### src/rtl/fpu_wb_pkg.sv
// Shared types and the IEEE lane packing helper for the FPU writeback arbiter.
// Bundle layout mirrors the flattened per-source request ports.
package fpu_wb_pkg;

    localparam int SRC_N    = 2;
    localparam int INT_W    = 53;
    localparam int EXP_W    = 11;
    localparam int REG_SIZE = 64;
    localparam int FLAG_W   = 8;

    localparam int FLAG_SIGNA = 7;
    localparam int FLAG_SIGNB = 6;
    localparam int FLAG_NANA  = 5;
    localparam int FLAG_NANB  = 4;
    localparam int FLAG_INFA  = 3;
    localparam int FLAG_INFB  = 2;
    localparam int FLAG_ERRA  = 1;
    localparam int FLAG_ERRB  = 0;

    typedef struct packed {
        logic              mode;
        logic [INT_W-1:0]  intA;
        logic [INT_W-1:0]  intB;
        logic [EXP_W-1:0]  expA;
        logic [EXP_W-1:0]  expB;
        logic [FLAG_W-1:0] flags;
    } fpu_res_t;

    // Significand carries an explicit hidden bit, so only the fraction bits are packed.
    function automatic logic [REG_SIZE-1:0] pack_lane(
        input logic             mode,
        input logic             sign,
        input logic             nan,
        input logic             inf,
        input logic [INT_W-1:0] sig,
        input logic [EXP_W-1:0] ex
    );
        logic [REG_SIZE-1:0] lane;
        if (mode) begin
            if (nan)      lane = {sign, 11'h7FF, 1'b1, 51'd0};
            else if (inf) lane = {sign, 11'h7FF, 52'd0};
            else          lane = {sign, ex, sig[51:0]};
        end else begin
            if (nan)      lane = {32'd0, sign, 8'hFF, 1'b1, 22'd0};
            else if (inf) lane = {32'd0, sign, 8'hFF, 23'd0};
            else          lane = {32'd0, sign, ex[7:0], sig[22:0]};
        end
        return lane;
    endfunction

endpackage

### src/rtl/fpu_wb_arbiter_pack.sv
// OutputInterface: combinational packer from an unpacked FPU result to IEEE
// single/double lanes A and B, plus the combined error flag.
module OutputInterface
    import fpu_wb_pkg::*;
(
    input  logic                i_mode,
    input  logic [INT_W-1:0]    i_intA,
    input  logic [INT_W-1:0]    i_intB,
    input  logic [EXP_W-1:0]    i_expA,
    input  logic [EXP_W-1:0]    i_expB,
    input  logic [FLAG_W-1:0]   i_flags,
    output logic [REG_SIZE-1:0] o_outA,
    output logic [REG_SIZE-1:0] o_outB,
    output logic                o_err
);

    assign o_outA = pack_lane(i_mode, i_flags[FLAG_SIGNA], i_flags[FLAG_NANA],
                              i_flags[FLAG_INFA], i_intA, i_expA);
    assign o_outB = pack_lane(i_mode, i_flags[FLAG_SIGNB], i_flags[FLAG_NANB],
                              i_flags[FLAG_INFB], i_intB, i_expB);
    assign o_err  = i_flags[FLAG_ERRA] | i_flags[FLAG_ERRB];

endmodule

### src/rtl/fpu_wb_arbiter_rr.sv
// Two-way round-robin grant: a lone requester wins, on contention the source
// that was not served last wins. Grants are suppressed when i_adv is low.
module rr_arb2 (
    input  logic [1:0] i_valid,
    input  logic       i_adv,
    input  logic       i_last,
    output logic [1:0] o_grant
);

    always_comb begin
        o_grant = 2'b00;
        if (i_adv) begin
            case (i_valid)
                2'b01:   o_grant = 2'b01;
                2'b10:   o_grant = 2'b10;
                2'b11:   o_grant = i_last ? 2'b01 : 2'b10;
                default: o_grant = 2'b00;
            endcase
        end
    end

endmodule

### src/rtl/fpu_wb_arbiter.sv
// Round-robin share of one OutputInterface packer between the add/sub and
// mul/div units, with a one-deep valid/ready output stage and error counters.
module fpu_wb_arbiter
    import fpu_wb_pkg::*;
#(
    parameter int ERR_CNT_W = 16
) (
    input  logic                      clk,
    input  logic                      rst_n,
    input  logic [SRC_N-1:0]          rq_valid,
    output logic [SRC_N-1:0]          rq_ready,
    input  logic [SRC_N-1:0]          rq_mode,
    input  logic [SRC_N*INT_W-1:0]    rq_intA,
    input  logic [SRC_N*INT_W-1:0]    rq_intB,
    input  logic [SRC_N*EXP_W-1:0]    rq_expA,
    input  logic [SRC_N*EXP_W-1:0]    rq_expB,
    input  logic [SRC_N*FLAG_W-1:0]   rq_flags,
    output logic                      out_valid,
    input  logic                      out_ready,
    output logic [REG_SIZE-1:0]       out_A,
    output logic [REG_SIZE-1:0]       out_B,
    output logic                      out_err,
    output logic                      out_src,
    input  logic                      clr_cnt,
    output logic [ERR_CNT_W-1:0]      err_cnt0,
    output logic [ERR_CNT_W-1:0]      err_cnt1
);

    localparam logic [ERR_CNT_W-1:0] CNT_ONE = {{(ERR_CNT_W-1){1'b0}}, 1'b1};
    localparam logic [ERR_CNT_W-1:0] CNT_MAX = {ERR_CNT_W{1'b1}};

    logic                r_out_valid;
    logic [REG_SIZE-1:0] r_out_A;
    logic [REG_SIZE-1:0] r_out_B;
    logic                r_out_err;
    logic                r_out_src;
    logic                r_last;
    logic [ERR_CNT_W-1:0] r_err_cnt [SRC_N];

    fpu_res_t            w_res [SRC_N];
    fpu_res_t            w_win;
    logic                w_free;
    logic [SRC_N-1:0]    w_grant;
    logic                w_accept;
    logic                w_sel;
    logic [REG_SIZE-1:0] w_packA;
    logic [REG_SIZE-1:0] w_packB;
    logic                w_pack_err;

    for (genvar g = 0; g < SRC_N; g++) begin : g_bundle
        assign w_res[g] = {rq_mode[g],
                           rq_intA[g*INT_W +: INT_W], rq_intB[g*INT_W +: INT_W],
                           rq_expA[g*EXP_W +: EXP_W], rq_expB[g*EXP_W +: EXP_W],
                           rq_flags[g*FLAG_W +: FLAG_W]};
    end

    // Reset gates the handshake so no source sees ready while rst_n is low.
    assign w_free = rst_n & (~r_out_valid | out_ready);

    rr_arb2 u_arb (
        .i_valid (rq_valid),
        .i_adv   (w_free),
        .i_last  (r_last),
        .o_grant (w_grant)
    );

    assign rq_ready = w_grant;
    assign w_accept = |w_grant;
    assign w_sel    = w_grant[1];
    assign w_win    = w_sel ? w_res[1] : w_res[0];

    OutputInterface u_pack (
        .i_mode  (w_win.mode),
        .i_intA  (w_win.intA),
        .i_intB  (w_win.intB),
        .i_expA  (w_win.expA),
        .i_expB  (w_win.expB),
        .i_flags (w_win.flags),
        .o_outA  (w_packA),
        .o_outB  (w_packB),
        .o_err   (w_pack_err)
    );

    always_ff @(posedge clk or negedge rst_n) begin
        if (!rst_n) begin
            r_out_valid <= 1'b0;
            r_out_A     <= '0;
            r_out_B     <= '0;
            r_out_err   <= 1'b0;
            r_out_src   <= 1'b0;
            r_last      <= 1'b1;
        end else if (w_accept) begin
            r_out_valid <= 1'b1;
            r_out_A     <= w_packA;
            r_out_B     <= w_packB;
            r_out_err   <= w_pack_err;
            r_out_src   <= w_sel;
            r_last      <= w_sel;
        end else if (out_ready) begin
            r_out_valid <= 1'b0;
        end
    end

    // Clear has priority over a same-cycle erroring accept.
    always_ff @(posedge clk or negedge rst_n) begin
        if (!rst_n) begin
            r_err_cnt <= '{default: '0};
        end else begin
            for (int i = 0; i < SRC_N; i++) begin
                if (clr_cnt)
                    r_err_cnt[i] <= '0;
                else if (w_grant[i] && w_pack_err && (r_err_cnt[i] != CNT_MAX))
                    r_err_cnt[i] <= r_err_cnt[i] + CNT_ONE;
            end
        end
    end

    assign out_valid = r_out_valid;
    assign out_A     = r_out_A;
    assign out_B     = r_out_B;
    assign out_err   = r_out_err;
    assign out_src   = r_out_src;
    assign err_cnt0  = r_err_cnt[0];
    assign err_cnt1  = r_err_cnt[1];

endmodule

### config.mk
export PLATFORM = sky130hd
export DESIGN_NAME = fpu_wb_arbiter
export DESIGN_NICKNAME = d
export VERILOG_FILES = /design/src/rtl/fpu_wb_pkg.sv /design/src/rtl/fpu_wb_arbiter_pack.sv /design/src/rtl/fpu_wb_arbiter_rr.sv /design/src/rtl/fpu_wb_arbiter.sv
export SDC_FILE = /design/constraint.sdc
export NUM_CORES = 1
export LEC_CHECK = 0
export CORE_AREA = 2 2 174 176
export DETAILED_ROUTE_END_ITERATION = 12
export DIE_AREA = 0 0 176 178
export GPL_TIMING_DRIVEN = 0
export SETUP_SLACK_MARGIN = 0.5
export SYNTH_ARGS = -nofsm -noshare
export SYNTH_HDL_FRONTEND = slang
export SYNTH_SLANG_ARGS = --single-unit
### constraint.sdc
create_clock -name clk -period 2.4 [get_ports clk]
set_input_delay 0.72 -clock clk [delete_from_list [all_inputs] [get_ports clk]]
set_output_delay 0.72 -clock clk [all_outputs]
set_load 0.005 [all_outputs]
=== Word level (Yosys, flattened, before mapping) ===
Cells that the tools add are included.

* Bits in registers: 164
* Logic and storage cells: 47

* Reduce and logical (&&, ||, !) cells: 8
* Add/subtract/negate cells: 2
* Equality and inequality tests: 5
* Muxes and demuxes: 20
* Bitwise operators: 4

{| class="wikitable"
|+ Operator list
! kind !! number
|-
| $mux 63 || 4
|-
| $mux 137 || 1
|-
| $mux 64 || 2
|-
| $mux 31 || 4
|-
| $mux 16 || 4
|-
| $add 16x1->16 const B || 2
|-
| $ne 16x16->1 const B || 2
|-
| $pmux 2 s3 || 1
|-
| $reduce_bool 2->1 || 3
|-
| $eq 2x2->1 const B || 2
|-
| $logic_and 1x1->1 || 4
|-
| $mux 2 || 2
|-
| $eq 2x1->1 const B || 1
|-
| $mux 1 || 2
|-
| $or 1x1->1 || 2
|-
| $reduce_or 2->1 || 1
|-
| $and 1x1->1 || 1
|-
| $not 1->1 || 1
|}

=== Depth between registers and ports, before layout ===
* Depth after elaboration: 10
* Mapped depth: 8
* Depth with buffers taken out: 6

=== By module ===
A second synthesis with hierarchy kept.

* Cell total of the unflattened synthesis: 827
* Area, all modules: 9446.6 um^2

{| class="wikitable"
|+ Modules (own cells, without submodules)
! module !! area each (um^2) !! cells each !! instances !! sequential area each (um^2)
|-
| fpu_wb_arbiter || 8324.2 || 636 || 1 || 4105.2
|-
| OutputInterface || 1101.1 || 186 || 1 || 0.0
|-
| rr_arb2 || 21.3 || 5 || 1 || 0.0
|}

=== Worst setup path after synthesis ===
OpenSTA, ideal clock, no wires.

* Path type: input-to-output
* Start: in out_ready
* End: out rq_ready[1]
* Required time: 1.680 ns
* Buffers on the path: 2
* Arrival: 1.682 ns
* Stages: 5
* Setup slack: -0.002 ns
* Cell sequence: nand2b_1 > nand3_4 > inv_1 > buf_2 > buf_1

* Longest elaborated chain between the ends: 3

{| class="wikitable"
|+ RTL lines
! what !! line !! source
|-
| start: declaration || fpu_wb_arbiter.sv:19 || <nowiki>input logic out_ready,</nowiki>
|-
| $or 1x1->1 || fpu_wb_arbiter.sv:58 || <nowiki>assign w_free = rst_n & (~r_out_valid | out_ready);</nowiki>
|-
| $and 1x1->1 || fpu_wb_arbiter.sv:58 ||
|-
| $mux 2 || fpu_wb_arbiter_rr.sv:12 || <nowiki>if (i_adv) begin</nowiki>
|-
| end: declaration || fpu_wb_arbiter.sv:11 || <nowiki>output logic [SRC_N-1:0] rq_ready,</nowiki>
|}

Every way passes these cells.

=== Final worst setup path ===
* Start: reg r_last
* End: out rq_ready[0]

* Longest elaborated chain between the ends: 3

{| class="wikitable"
|+ RTL lines
! what !! line !! source
|-
| start: declaration || fpu_wb_arbiter.sv:37 || <nowiki>logic r_last;</nowiki>
|-
| start signal: assignment || fpu_wb_arbiter.sv:98 || <nowiki>r_last <= w_sel;</nowiki>
|-
| $mux 2 || fpu_wb_arbiter_rr.sv:16 || <nowiki>2'b11: o_grant = i_last ? 2'b01 : 2'b10;</nowiki>
|-
| $pmux 2 s3 || fpu_wb_arbiter_rr.sv:13 || <nowiki>case (i_valid)</nowiki>
|-
| $mux 2 || fpu_wb_arbiter_rr.sv:12 ||
|}

Every way passes these cells.

==> impl_results.md <==
* Outcome: finished, final reports clean
* Final core occ at between 50% and 60%
* Syn-to-layout area delta at 97.0%
* Final instance area at roughly 16000 um^2
* FF+latch count, synth at 164
* Hpwl dp at 27500 um
* Final hold vios at 0
* CP Data Arrival Time at 1.64 ns
* Clock skew at 0.0100 ns
* DR vias/cell at slightly above 5
* Die height at 178 um
* Antenna Violating Nets Remaining at 0
* Nets@finish at 1736
* Layout cell share with drive strength beyond 1 at 24.7%
* CTS tree: yes
* Largest cells by area after synthesis: dfrtp_1, nand2_1, mux2i_1
* Final worst path period need at 2.36 ns
* Pleak at 7.95 nW
* Filler cells at 2615
* Largest area contributor in the netlist: dfrtp_1
* Most frequent cells in the layout: clkdlybuf4s50_1, dlygate4sd2_1, dfrtp_1
* Total Wirelength at 40300 um
* Via count at 9441
* Syn Nets at 1150
* Max clock buf depth at 2
* Crit Path Max Fanout at 4
* H-tree depth at 4
* Power Density at 518 nW/um^2
* Initial DRC Count at 605
* Max Clk Rate at 423 MHz
* Worst Setup Start Kind: register
* Site Rows at 63
* Root buf cell: clkbuf_16
* Period utilization at 98.5%
* Unique masters post-synth at 60
* Worst VDD drop at 0.000415 V
* Grt ovf at 0
* Post-route insts no fill at 1858
* Post-synth EDFFs at 0
* Crit Path Category: reg2out
* Post-synth top flop: dfrtp_1
* Clk_lat worst skew at about 0.44 ns
* Worst-path clk slew at 0.07 ns
* Syn_area_per_cell at 9.55 um^2
* Drt drc at 0
* Post-synthesis sequential area ratio at approximately 50%
* Async SR Flop Fraction at between 90% and 100%
* Dpl cells at about 1.7k
* Final Slew Violations at 0
* Endpoints failing setup at 0
* Port Buf Inserts at 439
* Die ar. at ~31000 um^2
* Starting Density at between 20 and 30%
* Synth top area share at 49.2%
* All-layer global routing usage at 24.4%
* Initial antenna violation count at 1
* Die Wd at 176 um
* Clock sinks at roughly 160
* Mapped Area at 8290 um^2
* Total Power at 0.00846 W
* DR pass1 iterations at 6
* Placed Instance Area at 13400 um^2
* Max-cap viol count at 0
* Tightest Hold Check Type: in2async
* Cells after Synth at 868
* Critical path origin: r_last$_DFFE_PN1P_
* Commonest non-fill, non-tap cell in the layout: clkdlybuf4s50_1
* Ys Warns at 0
* Slew HR at a little over half
* Required time worst endpoint at 1.68 ns
* Vias in the first global route at 9293
* Num ports at 445
* RSZ-0062 raised after global routing: yes
* Core Region at between 20000 and 30000 um^2
* Worst Setup End Kind: primary output
* CTS Hold Bufs at 0
* Drt wl/cell at 21.7 um
* Total CTS buffers at 17
* First-pass GRT wire length at approximately 57000 um
* Worst-Margin Slew at roughly 0.68 ns
* Largest net degree at the start of global routing at 48
* Global placer's final weighted congestion at 0.808
* Worst r2r src: r_last$_DFFE_PN1P_
## per-stage QoR
step	hold slack, ns	setup TNS, ns	setup WS (ns)
6_report	0.138	0	0.0362
5_1_grt	0.134	-0.0548	-0.0375
4_1_cts	0.144	0	0.0147
3_5_place_dp	0.466	-98.96	-1.29
3_3_place_gp	0.460	-2374.62	-8.27
2_1_floorplan	0.424	0	0.238
## cell type report
| type | instances | area, um^2 | share of cell area [%] |
|---|---|---|---|
| well taps | 390 | 488 | 2.99 |
| inverters | 30 | 115 | 0.705 |
| plain buffers | 62 | 753 | 4.61 |
| multi-input cells | 612 | 4640 | 28.4 |
| flip-flops and latches | 164 | 4120 | 25.2 |
| clock inverters | 13 | 115 | 0.705 |
| clock buffers | 19 | 453 | 2.77 |
| repair buffers | 567 | 5640 | 34.6 |
| diodes | 1 | 2.50 | 0.0153 |
## critical path, cell delays in order, from the launching register on
cell and delay [ns]:
dfstp_2 0.56, nand2b_4 0.14, nand4_4 0.12, inv_2 0.11
buf_8 0.11, buf_8 0.09, buf_6 0.08
## what timing repair did
| action | 4_1_cts | 5_1_grt |
|---|---|---|
| pin swaps | 30 | 42 |
| hold endpoints to repair | 0 | 0 |
| setup endpoints to repair | 328 | 170 |
| buffers inserted | 78 | 33 |
| cloned | 11 | 5 |
| resized for setup | 375 | 203 |
## flip-flops by register name (all words and copies together), names as in the netlist
| signal | flops |
|---|---|
| out_err | 1 |
| out_A | 64 |
| out_src | 1 |
| out_B | 64 |
| err_cnt1 | 16 |
| r_last | 1 |
| err_cnt0 | 16 |
| out_valid | 1 |
## logic make-up (layout without fill, tap and decap cells)
kind of cell | count (synthesis) | after routing | synth area share, %
flops | 164 | 164 | 49.5
xor+xnor | 17 | 17 | 1.80
compound gates | 209 | 209 | 17.6
other cells | 0 | 1 | 0
simple gates | 329 | 329 | 19.1
fa+ha+maj | 2 | 2 | 0.302
buf+inv | 92 | 691 | 4.69
mux | 55 | 55 | 6.96
## per-layer routing
metal  GRT usage, %  vias up  routed length [um]
li1               -     4336                   -
met1           30.6     4632               16200
met2           41.2      414               20200
met3           6.44       59                2950
met4           7.40        0                 979
met5              0        -                   0
## cell usage after synthesis, drive strengths merged (2+ instances only)
master,count
and4,3
xnor2,12
nor2b,5
nand3,46
a21bo,2
a31oi,2
a2111oi,2
nand3b,2
o21ai,66
ha,2
inv,30
a222oi,22
nor4,15
a211o,7
a21o,23
a211oi,4
mux2,11
o221a,9
nand2b,3
o31ai,20
a221oi,4
buf,33
nor2,52
nor3,35
or3,6
and3,4
or2,4
a21oi,40
mux2i,44
xor2,5
nand2,128
clkbuf,29
or4,2
dfrtp,163
nand4,22
## worst paths after layout
| path | endpoint | slack, ns | cells after the start |
|---|---|---|---|
| max | rq_ready[0] | 0.04 | 6 |
| min | out_A[35]$_DFFE_PN0P_ | 0.14 | 1 |
| min reg2reg | out_A[54]$_DFFE_PN0P_ | 0.47 | 2 |
| max in group asynchronous | err_cnt1[5]$_DFFE_PN0P_ | 1.52 | 2 |
| max reg2reg | out_B[31]$_DFFE_PN0P_ | 0.30 | 12 |
| min in group clk | out_A[54]$_DFFE_PN0P_ | 0.47 | 2 |
## report_power, final
group	switching, W	leakage (nW)	internal, W
Clock	0.00132	0.283	0.00142
Combinational	0.00108	5.50	0.00140
Sequential	0.000171	2.17	0.00307
Total	0.00257	7.95	0.00589
No activity file was read; power rests on OpenSTA's default activity.
